File: config.mk
export PLATFORM = sky130hd
export DESIGN_NAME = router_output_port_allocator
export DESIGN_NICKNAME = d
export VERILOG_FILES = /design/src/rtl/router_output_port_allocator.sv
export SDC_FILE = /design/constraint.sdc
export NUM_CORES = 1
export LEC_CHECK = 0
export ABC_AREA = 1
export CAP_MARGIN = 25
export CORE_UTILIZATION = 30
export DETAILED_ROUTE_END_ITERATION = 8
export HOLD_SLACK_MARGIN = 0.1
export PLACE_DENSITY = 0.56
export SETUP_SLACK_MARGIN = 0.2
export SLEW_MARGIN = 5
export SYNTH_ARGS = -nofsm -noshare
export SYNTH_HDL_FRONTEND = slang
export SYNTH_SLANG_ARGS = --single-unit
File: constraint.sdc
create_clock -name clk -period 6 [get_ports clk]
set_clock_uncertainty 0.2 [all_clocks]
set_input_delay 0.6 -clock clk [delete_from_list [all_inputs] [get_ports clk]]
set_output_delay 0.6 -clock clk [all_outputs]
set_load 0.02 [all_outputs]
File: src/rtl/router_output_port_allocator.sv
// router_output_port_allocator
//   Switch/VC allocator for a single router output port. It picks one of the
//   NUM_IN requesting inputs using a round-robin search, then holds the port
//   for that input until the packet's tail flit has gone out (wormhole). It
//   also keeps one downstream credit counter per VC: a flit is sent only if
//   its VC has a credit left.
//
//   Optional feature: define ROUTER_ALLOC_STATS_EN to add the stat_flits and
//   stat_stall counters. The default build leaves the macro undefined.
//
// Ports
//   clk, reset     clock and synchronous active-high reset
//   req            per-input request for this output
//   req_vc         per-input target VC, slice [i*VC_W +: VC_W]
//   req_head       per-input head-flit marker
//   req_tail       per-input tail-flit marker
//   credit_in      credit return: [VC_W] = valid, [VC_W-1:0] = vc
//   gnt            one-hot grant (combinational)
//   gnt_vc         VC of the granted flit, 0 when nothing is granted
//   credit_avail   bit v set when VC v has at least one credit
//   locked         port owned by a packet in flight
//   error          sticky flag, set when a credit returns to a full VC
//   stat_flits     (stats build only) count of flits sent
//   stat_stall     (stats build only) count of cycles stalled for lack of credit
module router_output_port_allocator #(
    parameter int NUM_IN    = 5,
    parameter int NUM_VC    = 4,
    parameter int BUF_DEPTH = 8,
    localparam int VC_W     = $clog2(NUM_VC),
    localparam int IW       = $clog2(NUM_IN),
    localparam int CW       = $clog2(BUF_DEPTH + 1)
) (
    input  logic                   clk,
    input  logic                   reset,
    input  logic [NUM_IN-1:0]      req,
    input  logic [NUM_IN*VC_W-1:0] req_vc,
    input  logic [NUM_IN-1:0]      req_head,
    input  logic [NUM_IN-1:0]      req_tail,
    input  logic [VC_W:0]          credit_in,
    output logic [NUM_IN-1:0]      gnt,
    output logic [VC_W-1:0]        gnt_vc,
    output logic [NUM_VC-1:0]      credit_avail,
    output logic                   locked,
`ifdef ROUTER_ALLOC_STATS_EN
    output logic [31:0]            stat_flits,
    output logic [31:0]            stat_stall,
`endif
    output logic                   error
);

    typedef enum logic [0:0] {IDLE = 1'b0, LOCKED = 1'b1} state_e;

    state_e          state_q, state_d;
    logic [IW-1:0]   rr_ptr_q, rr_ptr_d;
    logic [IW-1:0]   owner_q, owner_d;
    logic [VC_W-1:0] owner_vc_q, owner_vc_d;
    logic [CW-1:0]   credit_q [NUM_VC];
    logic [CW-1:0]   credit_d [NUM_VC];
    logic            error_q, error_d;

    logic [NUM_IN-1:0] gnt_s;
    logic [VC_W-1:0]   gnt_vc_s;
    logic [IW-1:0]     gnt_idx_s;
    logic              fire_s;

    // State register: FSM state, arbitration pointer, ownership, credits, error
    always_ff @(posedge clk) begin
        if (reset) begin
            state_q    <= IDLE;
            rr_ptr_q   <= '0;
            owner_q    <= '0;
            owner_vc_q <= '0;
            error_q    <= 1'b0;
            for (int v = 0; v < NUM_VC; v++) credit_q[v] <= CW'(BUF_DEPTH);
        end else begin
            state_q    <= state_d;
            rr_ptr_q   <= rr_ptr_d;
            owner_q    <= owner_d;
            owner_vc_q <= owner_vc_d;
            error_q    <= error_d;
            for (int v = 0; v < NUM_VC; v++) credit_q[v] <= credit_d[v];
        end
    end

    // Grant logic: round-robin search over head flits in IDLE, owner only in LOCKED
    always_comb begin
        logic [IW:0]     sum;
        logic [IW-1:0]   idx;
        logic [VC_W-1:0] vc;
        logic            found;
        gnt_s     = '0;
        gnt_vc_s  = '0;
        gnt_idx_s = '0;
        sum       = '0;
        idx       = '0;
        vc        = '0;
        found     = 1'b0;
        if (reset) begin
            gnt_s = '0;
        end else begin
            case (state_q)
                IDLE: begin
                    for (int k = 0; k < NUM_IN; k++) begin
                        // Wrap the search index without a modulo operator.
                        sum = {1'b0, rr_ptr_q} + (IW+1)'(k);
                        if (sum >= (IW+1)'(NUM_IN)) sum = sum - (IW+1)'(NUM_IN);
                        else sum = sum;
                        idx = sum[IW-1:0];
                        vc  = req_vc[int'(idx)*VC_W +: VC_W];
                        if (!found && req[idx] && req_head[idx] && (credit_q[vc] != '0)) begin
                            found     = 1'b1;
                            gnt_idx_s = idx;
                            gnt_vc_s  = vc;
                            gnt_s     = NUM_IN'(1) << idx;
                        end else begin
                            found = found;
                        end
                    end
                end
                LOCKED: begin
                    // The VC was fixed when the head flit went out.
                    if (req[owner_q] && (credit_q[owner_vc_q] != '0)) begin
                        gnt_idx_s = owner_q;
                        gnt_vc_s  = owner_vc_q;
                        gnt_s     = NUM_IN'(1) << owner_q;
                    end else begin
                        gnt_s = '0;
                    end
                end
                default: gnt_s = '0;
            endcase
        end
    end

    assign fire_s = |gnt_s;

    // Next-state logic: wormhole lock/unlock, pointer advance, credit accounting
    always_comb begin
        logic cons;
        logic ret;
        state_d    = state_q;
        rr_ptr_d   = rr_ptr_q;
        owner_d    = owner_q;
        owner_vc_d = owner_vc_q;
        error_d    = error_q;
        cons       = 1'b0;
        ret        = 1'b0;
        case (state_q)
            IDLE: begin
                if (fire_s) begin
                    rr_ptr_d = (gnt_idx_s == IW'(NUM_IN - 1)) ? '0 : gnt_idx_s + IW'(1);
                    if (!req_tail[gnt_idx_s]) begin
                        state_d    = LOCKED;
                        owner_d    = gnt_idx_s;
                        owner_vc_d = gnt_vc_s;
                    end else begin
                        state_d = IDLE;
                    end
                end else begin
                    state_d = IDLE;
                end
            end
            LOCKED: begin
                if (fire_s && req_tail[owner_q]) state_d = IDLE;
                else state_d = LOCKED;
            end
            default: state_d = IDLE;
        endcase
        for (int v = 0; v < NUM_VC; v++) begin
            cons = fire_s && (gnt_vc_s == VC_W'(v));
            ret  = credit_in[VC_W] && (credit_in[VC_W-1:0] == VC_W'(v));
            if (cons && ret) begin
                credit_d[v] = credit_q[v];
            end else if (cons) begin
                credit_d[v] = credit_q[v] - CW'(1);
            end else if (ret) begin
                // A return to a full VC means upstream/downstream disagree.
                if (credit_q[v] == CW'(BUF_DEPTH)) begin
                    credit_d[v] = credit_q[v];
                    error_d     = 1'b1;
                end else begin
                    credit_d[v] = credit_q[v] + CW'(1);
                end
            end else begin
                credit_d[v] = credit_q[v];
            end
        end
    end

    // Output logic: status flags derived from registered state
    always_comb begin
        gnt    = gnt_s;
        gnt_vc = gnt_vc_s;
        locked = (state_q == LOCKED);
        error  = error_q;
        for (int v = 0; v < NUM_VC; v++) credit_avail[v] = (credit_q[v] != '0);
    end

`ifdef ROUTER_ALLOC_STATS_EN
    logic [31:0] stat_flits_q;
    logic [31:0] stat_stall_q;
    logic        stall_s;

    // Stall detection: a request exists but credit is the only blocker
    always_comb begin
        logic any_credit;
        any_credit = 1'b0;
        stall_s    = 1'b0;
        for (int i = 0; i < NUM_IN; i++) begin
            if (req[i] && (credit_q[req_vc[i*VC_W +: VC_W]] != '0)) any_credit = 1'b1;
            else any_credit = any_credit;
        end
        if (reset) begin
            stall_s = 1'b0;
        end else if (state_q == LOCKED) begin
            stall_s = req[owner_q] && (credit_q[owner_vc_q] == '0);
        end else begin
            stall_s = (|req) && !any_credit;
        end
    end

    // Statistics counters, wrapping at 2^32
    always_ff @(posedge clk) begin
        if (reset) begin
            stat_flits_q <= 32'd0;
            stat_stall_q <= 32'd0;
        end else begin
            stat_flits_q <= stat_flits_q + (fire_s ? 32'd1 : 32'd0);
            stat_stall_q <= stat_stall_q + (stall_s ? 32'd1 : 32'd0);
        end
    end

    assign stat_flits = stat_flits_q;
    assign stat_stall = stat_stall_q;
`endif

endmodule

==> results of run 1 <==
[timing repair]
item / in CTS / in global routing
gates resized for setup: 0 / 2
endpoints found under the hold margin: 0 / 0
endpoints found under the setup margin: 0 / 5
[cell type report]
| cell class | count | area [um^2] | area share [%] |
|---|---|---|---|
| Inverter | 109 | 409.1 | 7.958 |
| Timing Repair Buffer | 46 | 450.4 | 8.761 |
| Clock inverter | 1 | 30.03 | 0.5841 |
| Tap cell | 184 | 230.2 | 4.478 |
| Multi-Input combinational cell | 652 | 3386 | 65.86 |
| Clock buffer | 3 | 75.07 | 1.460 |
| Sequential cell | 28 | 560.5 | 10.90 |
[metal layers]
metal  up-vias  wire (um)  share of wire [%]
li1       2715          -                  -
met1      2352       7098                 49
met2       171       6482                 44
met3        18        833                5.7
met4         0        216                1.5
met5         -          0                  0
[how the worst max path moves through the flow]
stage | start | to | slack, ns | cells after the start
final | rr_ptr_q[1] | gnt_vc[0] | 0.68 | 20
after CTS | rr_ptr_q[1] | credit_q[1][3] | 0.52 | 33
after global routing | rr_ptr_q[1] | credit_q[2][3] | 0.29 | 29
after detailed placement | rr_ptr_q[1] | credit_q[0][3] | 0.55 | 33
after floorplan | rr_ptr_q[0] | credit_q[0][3] | 1.28 | 35
after global placement | rr_ptr_q[1] | credit_q[1][3] | 0.60 | 33
[critical path, cell delays in order, from the launching register on]
cell and delay [ns]:
dfxtp_1 0.47, inv_1 0.22, ha_1 0.26, ha_1 0.43, o21ai_1 0.16, nand2_1 0.10, nand2_1 0.09, nand2_2 0.21
inv_1 0.15, nand2_1 0.08, o21ai_0 0.06, o21ai_0 0.19, nand2_1 0.08, o21ai_0 0.13, nand3_2 0.17, nor2_4 0.24
a21oi_1 0.08, a21oi_2 0.18, nor2_1 0.07, nor2_2 0.22, clkdlybuf4s50_1 0.66
[placed cells by master, fill, tap and decap left out, drive strengths merged, types with 4 or more instances in the layout]
cell type / instances
a21oi: 36
a31oi: 6
buf: 4
clkdlybuf4s50: 42
dfxtp: 28
fa: 5
ha: 18
inv: 109
nand2: 280
nand3: 141
nand4: 18
nor2: 65
nor3: 9
o21ai: 43
o21bai: 4
[synth_stat cells, types with 3 or more instances]
cell type / n / share of area [%]
buf_6: 4 / 1.0
xor2_1: 3 / 0.59
o211ai_1: 3 / 0.51
dfxtp_1: 28 / 13
nor3_1: 9 / 1.0
a21oi_2: 3 / 0.59
nand3_2: 10 / 2.2
inv_2: 9 / 0.76
nand2_1: 256 / 22
o31ai_1: 3 / 0.51
buf_4: 3 / 0.51
nor2_4: 3 / 0.76
nor2_1: 55 / 4.6
o21ai_0: 22 / 2.5
o21ai_1: 17 / 1.9
clkbuf_1: 5 / 0.42
a21oi_1: 33 / 3.7
buf_2: 3 / 0.34
a31oi_1: 6 / 0.84
fa_1: 5 / 2.2
nand4_1: 18 / 2.5
nand3_4: 3 / 1.2
o21ai_2: 4 / 0.79
nand3_1: 128 / 14
inv_1: 100 / 8.4
ha_1: 18 / 5.1
nor2_2: 7 / 0.98
xnor2_1: 3 / 0.59
nand2_2: 24 / 3.4
nand3b_1: 3 / 0.51
[sequential cells by signal (all words and copies together), names as in the netlist, named ones only]
signal,cells
credit_q,16
error,1
locked,1
owner_q,3
owner_vc_q,2
rr_ptr_q,3
[cell families (layout without fill, tap and decap cells)]
group	after synthesis	in the layout	synth area share, %
fa+ha+maj	23	23	7.308
xor+xnor	6	6	1.181
simple gates	520	520	53.77
buf+inv	125	159	11.58
flops	28	28	12.59
compound gates	103	103	13.58
[metrics by stage]
step                util, %  hold slack [ns]  cell area, um^2
global route          35.51           0.3284             5141
global placement      34.71           0.2702             5026
CTS                   35.44           0.2868             5131
detailed placement    34.71           0.2735             5026
finish                35.51           0.2883             5141
floorplan                 -           0.2499             4452
==> tab_implementation.tex, run 1 <==
\begin{tabular}{lr}
\hline
Metric & Value \\
\hline
\multicolumn{2}{l}{\textbf{Logic synthesis}} \\
\quad Dominant register cell in the synthesized netlist & dfxtp\_1 \\
\quad Share of the yosys chip area belonging to registers & 12.59\% \\
\quad Synthesis warning total & 0 \\
\quad Number of enable-type register cells in the synthesized netlist & 0 \\
\quad Post-synthesis net count & 858 \\
\quad Number of storage elements in the synthesis netlist & 28 \\
\quad Cells after Synth & 805 \\
\quad Ys async rst share & 0\% \\
\quad Cell area after technology mapping & 4452 um\^{}2 \\
\quad Mean instance size in the synthesized netlist & 5.530 um\^{}2 \\
\quad Count of cell types in the netlist & 41 \\
\multicolumn{2}{l}{\textbf{Global route}} \\
\quad Maximum number of pins on one net before global-route repair & 17 \\
\quad Vias in the first global route & 4635 \\
\quad Met1 demand-to-capacity share in global routing & 28.42\% \\
\quad Overall routing resource usage & 19.53\% \\
\quad Most Used Layer, Global Route & met2 \\
\quad Global routing usage on met2 & 30.80\% \\
\quad Number of antenna violations at the first check in global routing & 0 \\
\quad Wire length of the first global-routing pass & 23480 um \\
\quad Met3 usage in global routing & 1.877\% \\
\quad Overflow left after global routing & 0 \\
\multicolumn{2}{l}{\textbf{Die}} \\
\quad Number of placed I/O pins & 43 \\
\quad Die Area & 15330 um\^{}2 \\
\quad Floorplan die width & 123.8 um \\
\quad Initial core utilization & 30.75\% \\
\quad \# rows & 44 \\
\quad Y dimension of the die & 123.8 um \\
\quad Area of the placeable core & 14480 um\^{}2 \\
\multicolumn{2}{l}{\textbf{CTS}} \\
\quad Clock buffers created by TritonCTS & 3 \\
\quad Clock-pin slew of the registers on the worst-case setup and hold paths & 0.07 ns \\
\quad Post-CTS Hold Buffers & 0 \\
\quad Largest buffer count on any clock path & 2 \\
\quad Clock latency on the worst-skew pair & 0.28 ns \\
\quad Htree depth & 1 \\
\quad CTS tree & done \\
\quad Total number of clock tree sinks & 28 \\
\quad CTS Root Buffer Type & clkbuf\_16 \\
\quad Post-CTS repair timing setup buffer count & 0 \\
\multicolumn{2}{l}{\textbf{STA}} \\
\quad Final hold violation count & 0 \\
\quad Period utilisation layout & 88.72\% \\
\quad Total setup violations reported at the end of the flow & 0 \\
\quad FMAX & 187.9 MHz \\
\quad Unrepaired setup endpoints after global routing & false \\
\quad Max Slew Vio Count & 0 \\
\quad Slew headroom & 56.24\% \\
\quad Post-route setup TNS & 0 ns \\
\quad Actual slew at the worst max-slew pin & 0.6543 ns \\
\quad Worst Setup Slack, final & 0.6766 ns \\
\quad Final critical delay including setup and external delays & 5.323 ns \\
\multicolumn{2}{l}{\textbf{Worst setup path}} \\
\quad Maximum fanout along the worst path & 12 \\
\quad Worst-case register-to-register setup slack & 0.79 ns \\
\quad Endpoint of the lowest-slack register-to-register path & credit\_q[1][3] \\
\quad Critical setup path kind & register to output pin \\
\quad Critical Path Source Type & register \\
\quad Worst flop-to-flop path startpoint & rr\_ptr\_q[1] \\
\quad Data required time at the worst endpoint & 5.20 ns \\
\quad Critical path data arrival time & 4.52 ns \\
\quad Capturing element type of the critical path & output pin \\
\quad Worst reg2reg path depth & 35 \\
\multicolumn{2}{l}{\textbf{Drt}} \\
\quad Number of DRC markers in iteration 0 & 371 \\
\quad Routed WL per cell & 14.30 um \\
\quad 1st-pass router iterations & 5 \\
\quad Vias after detailed routing & 5256 \\
\quad Per-cell via count in the routed design & 5.138 \\
\quad Remaining antenna violation count & 0 \\
\quad Number of remaining DRC errors & 0 \\
\quad WL final & 14630 um \\
\multicolumn{2}{l}{\textbf{Placement}} \\
\quad Post-placement worst setup slack & 0.5471 ns \\
\quad Count of input and output buffers & 42 \\
\quad Placed instance count & 1019 \\
\quad HPWL after detailed placement & 11830 um \\
\quad Gpl congestion & 0.9811 \\
\multicolumn{2}{l}{\textbf{Finish}} \\
\quad Layout fillers & 1631 \\
\quad Fin nets & 893 \\
\quad Number of diodes & 0 \\
\quad Layout-stage area growth over the synthesis result & 15.49\% \\
\quad Fraction of final layout cells with drive strength greater than 1 & 9.058\% \\
\quad Layout Cells excl Fill & 1023 \\
\multicolumn{2}{l}{\textbf{Job}} \\
\quad Max-capacitance violation count & 0 \\
\multicolumn{2}{l}{\textbf{Hold path}} \\
\quad Number of cells traversed by the worst hold path & 2 \\
\quad Min-Delay Startpoint & owner\_vc\_q[1] \\
\quad Worst Hold Class & register to register \\
\multicolumn{2}{l}{\textbf{Outcome}} \\
\quad Run status & finished clean \\
\hline
\end{tabular}
Power of run 1 is left out: the tool's default activity adds up to more than one toggle a clock period on the data nets, which glitch-free logic cannot reach.
==> run 2, diff against run 1 <==
- RECOVER_POWER: unset -> 100
==> run 2 against run 1 <==
Non-clock buffer count did not move. Sequential cell count did not move. Global-route usage did not move. Hold slack barely moved. Cell count did not move. Final area fell by 0.46%. Critical path depth did not move. First-iteration DRC count fell by 4.6%. Critical path type unchanged. Largest cell class unchanged. Highest routed layer unchanged.
==> tab_implementation.tex, run 2 (synthesis results as in run 1) <==
\begin{tabular}{lr}
\hline
Metric & Value \\
\hline
\multicolumn{2}{l}{\textbf{STA}} \\
\quad Max Slew Vio Count & 0 (unchanged) \\
\quad Final hold violation count & 0 (unchanged) \\
\quad Slew headroom & 55.98\% (was 56.24\%) \\
\quad Period utilisation layout & 90.00\% (was 88.72\%) \\
\quad FMAX & 185.2 MHz (was 187.9 MHz) \\
\quad Actual slew at the worst max-slew pin & 0.6583 ns (was 0.6543 ns) \\
\quad Final critical delay including setup and external delays & 5.400 ns (was 5.323 ns) \\
\quad Unrepaired setup endpoints after global routing & false (unchanged) \\
\quad Post-route setup TNS & 0 ns (unchanged) \\
\quad Total setup violations reported at the end of the flow & 0 (unchanged) \\
\multicolumn{2}{l}{\textbf{Global route}} \\
\quad Vias in the first global route & 4635 (unchanged) \\
\quad Number of antenna violations at the first check in global routing & 0 (unchanged) \\
\quad Maximum number of pins on one net before global-route repair & 17 (unchanged) \\
\quad Wire length of the first global-routing pass & 23480 um (unchanged) \\
\quad Overflow left after global routing & 0 (unchanged) \\
\quad Overall routing resource usage & 19.53\% (unchanged) \\
\multicolumn{2}{l}{\textbf{CTS}} \\
\quad Post-CTS repair timing setup buffer count & 0 (unchanged) \\
\quad Clock buffers created by TritonCTS & 3 (unchanged) \\
\quad Clock-pin slew of the registers on the worst-case setup and hold paths & 0.07 ns (about the same) \\
\quad Total number of clock tree sinks & 28 (unchanged) \\
\quad Post-CTS Hold Buffers & 0 (unchanged) \\
\quad Largest buffer count on any clock path & 2 (unchanged) \\
\quad CTS Root Buffer Type & clkbuf\_16 (unchanged) \\
\quad Htree depth & 1 (unchanged) \\
\quad Clock latency on the worst-skew pair & 0.28 ns (about the same) \\
\quad CTS tree & done (unchanged) \\
\multicolumn{2}{l}{\textbf{Placement}} \\
\quad Placed instance count & 1019 (unchanged) \\
\quad Count of input and output buffers & 42 (unchanged) \\
\quad Gpl congestion & 0.9811 (unchanged) \\
\quad HPWL after detailed placement & 11830 um (unchanged) \\
\multicolumn{2}{l}{\textbf{Die}} \\
\quad Floorplan die width & 123.8 um (unchanged) \\
\quad \# rows & 44 (unchanged) \\
\quad Number of placed I/O pins & 43 (unchanged) \\
\quad Die Area & 15330 um\^{}2 (unchanged) \\
\quad Y dimension of the die & 123.8 um (unchanged) \\
\quad Area of the placeable core & 14480 um\^{}2 (unchanged) \\
\quad Initial core utilization & 30.75\% (unchanged) \\
\multicolumn{2}{l}{\textbf{Finish}} \\
\quad Final core utilization & 35.34\% (was 35.51\%) \\
\quad Layout Cells excl Fill & 1023 (unchanged) \\
\quad Regs by FF count & credit\_q: 16 flops, owner\_q: 3 flops, rr\_ptr\_q: 3 flops (unchanged) \\
\quad Layout-stage area growth over the synthesis result & 14.95\% (was 15.49\%) \\
\quad Fraction of final layout cells with drive strength greater than 1 & 7.986\% (was 9.058\%) \\
\quad Leading cell type in the layout, fill and taps excluded & nand2\_1 (unchanged) \\
\quad Flip-flop count of the largest register, all copies and words added & 16 (unchanged) \\
\quad Fin nets & 893 (unchanged) \\
\quad Most used cells in the layout excluding fill and tap cells & nand2\_1, nand3\_1, inv\_1 (unchanged) \\
\quad Number of diodes & 0 (unchanged) \\
\quad Largest Register & credit\_q (unchanged) \\
\multicolumn{2}{l}{\textbf{Drt}} \\
\quad Vias after detailed routing & 5238 (was 5256) \\
\quad Remaining antenna violation count & 0 (unchanged) \\
\quad Per-cell via count in the routed design & 5.120 (was 5.138) \\
\quad Number of remaining DRC errors & 0 (unchanged) \\
\quad WL final & 14620 um (was 14630 um) \\
\quad 1st-pass router iterations & 5 (unchanged) \\
\quad Routed WL per cell & 14.29 um (was 14.30 um) \\
\quad Number of DRC markers in iteration 0 & 354 (was 371) \\
\multicolumn{2}{l}{\textbf{Hold path}} \\
\quad Number of cells traversed by the worst hold path & 2 (unchanged) \\
\quad Min-Delay Startpoint & owner\_vc\_q[1] (unchanged) \\
\quad Worst Hold Class & register to register (unchanged) \\
\multicolumn{2}{l}{\textbf{Job}} \\
\quad Max-capacitance violation count & 0 (unchanged) \\
\multicolumn{2}{l}{\textbf{Worst setup path}} \\
\quad Capturing element type of the critical path & output pin (unchanged) \\
\quad Critical Path Source Type & register (unchanged) \\
\quad Data required time at the worst endpoint & 5.20 ns (about the same) \\
\quad Worst reg2reg path depth & 33 (was 35) \\
\quad Endpoint of the lowest-slack register-to-register path & credit\_q[3][3] (was credit\_q[1][3]) \\
\quad Critical setup path kind & register to output pin (unchanged) \\
\quad Worst flop-to-flop path startpoint & rr\_ptr\_q[1] (unchanged) \\
\quad Worst-case register-to-register setup slack & 0.64 ns (was 0.79 ns) \\
\quad Critical path data arrival time & 4.60 ns (was 4.52 ns) \\
\quad Maximum fanout along the worst path & 12 (unchanged) \\
\multicolumn{2}{l}{\textbf{Outcome}} \\
\quad Run status & finished clean (unchanged) \\
\hline
\end{tabular}
==> run 2: per-stage QoR <==
| step | area (um^2) | hold slack [ns] | setup slack, ns |
|---|---|---|---|
| floorplan | 4452 | 0.2499 | 1.280 |
| detailed placement | 5026 | 0.2735 | 0.5471 |
| CTS | 5131 | 0.2868 | 0.5244 |
| global route | 5117 | 0.3284 | 0.1550 |
| global placement | 5026 | 0.2702 | 0.5952 |
| finish | 5117 | 0.2886 | 0.5999 |
==> run 2: layout make-up <==
class | count | area, um^2
Multi-Input combinational cell | 652 | 3362
Tap cell | 184 | 230.2
Fill cell | 1639 | 9361
Inverter | 109 | 409.1
Clock inverter | 1 | 30.03
Clock buffer | 3 | 75.07
Sequential cell | 28 | 560.5
Timing Repair Buffer | 46 | 450.4
==> run 2: worst max-delay path by stage <==
stage,startpoint,to,slack (ns)
after floorplan,rr_ptr_q[0],credit_q[0][3],1.28
after global placement,rr_ptr_q[1],credit_q[1][3],0.60
after detailed placement,rr_ptr_q[1],credit_q[0][3],0.55
after CTS,rr_ptr_q[1],credit_q[1][3],0.52
after global routing,rr_ptr_q[2],credit_q[0][3],0.16
final,rr_ptr_q[1],gnt_vc[0],0.60
==> run 2: per-layer routing <==
metal / global-route usage, % / part of all wire, %
met1: 28.42 / 48
met2: 30.80 / 44
met3: 1.877 / 6.4
met4: 4.292 / 1.3
met5: 0 / 0
==> run 2: worst max-delay path: stages (launching register included) <==
cell and delay [ns]:
dfxtp_1 0.47, inv_1 0.22, ha_1 0.27, ha_1 0.42, o21ai_0 0.20, nand2_1 0.12, nand2_1 0.09, nand2_2 0.21
inv_1 0.15, nand2_1 0.07, o21ai_0 0.07, o21ai_0 0.18, nand2_1 0.08, o21ai_0 0.13, nand3_2 0.17, nor2_4 0.24
a21oi_1 0.08, a21oi_2 0.18, nor2_1 0.07, nor2_2 0.18, dlygate4sd3_1 0.71
==> run 2: repair_timing <==
action,CTS,global route
gates resized for setup,0,2
hold endpoints to repair,0,0
setup endpoints to repair,0,5
Power of run 2 is left out for the same reason.
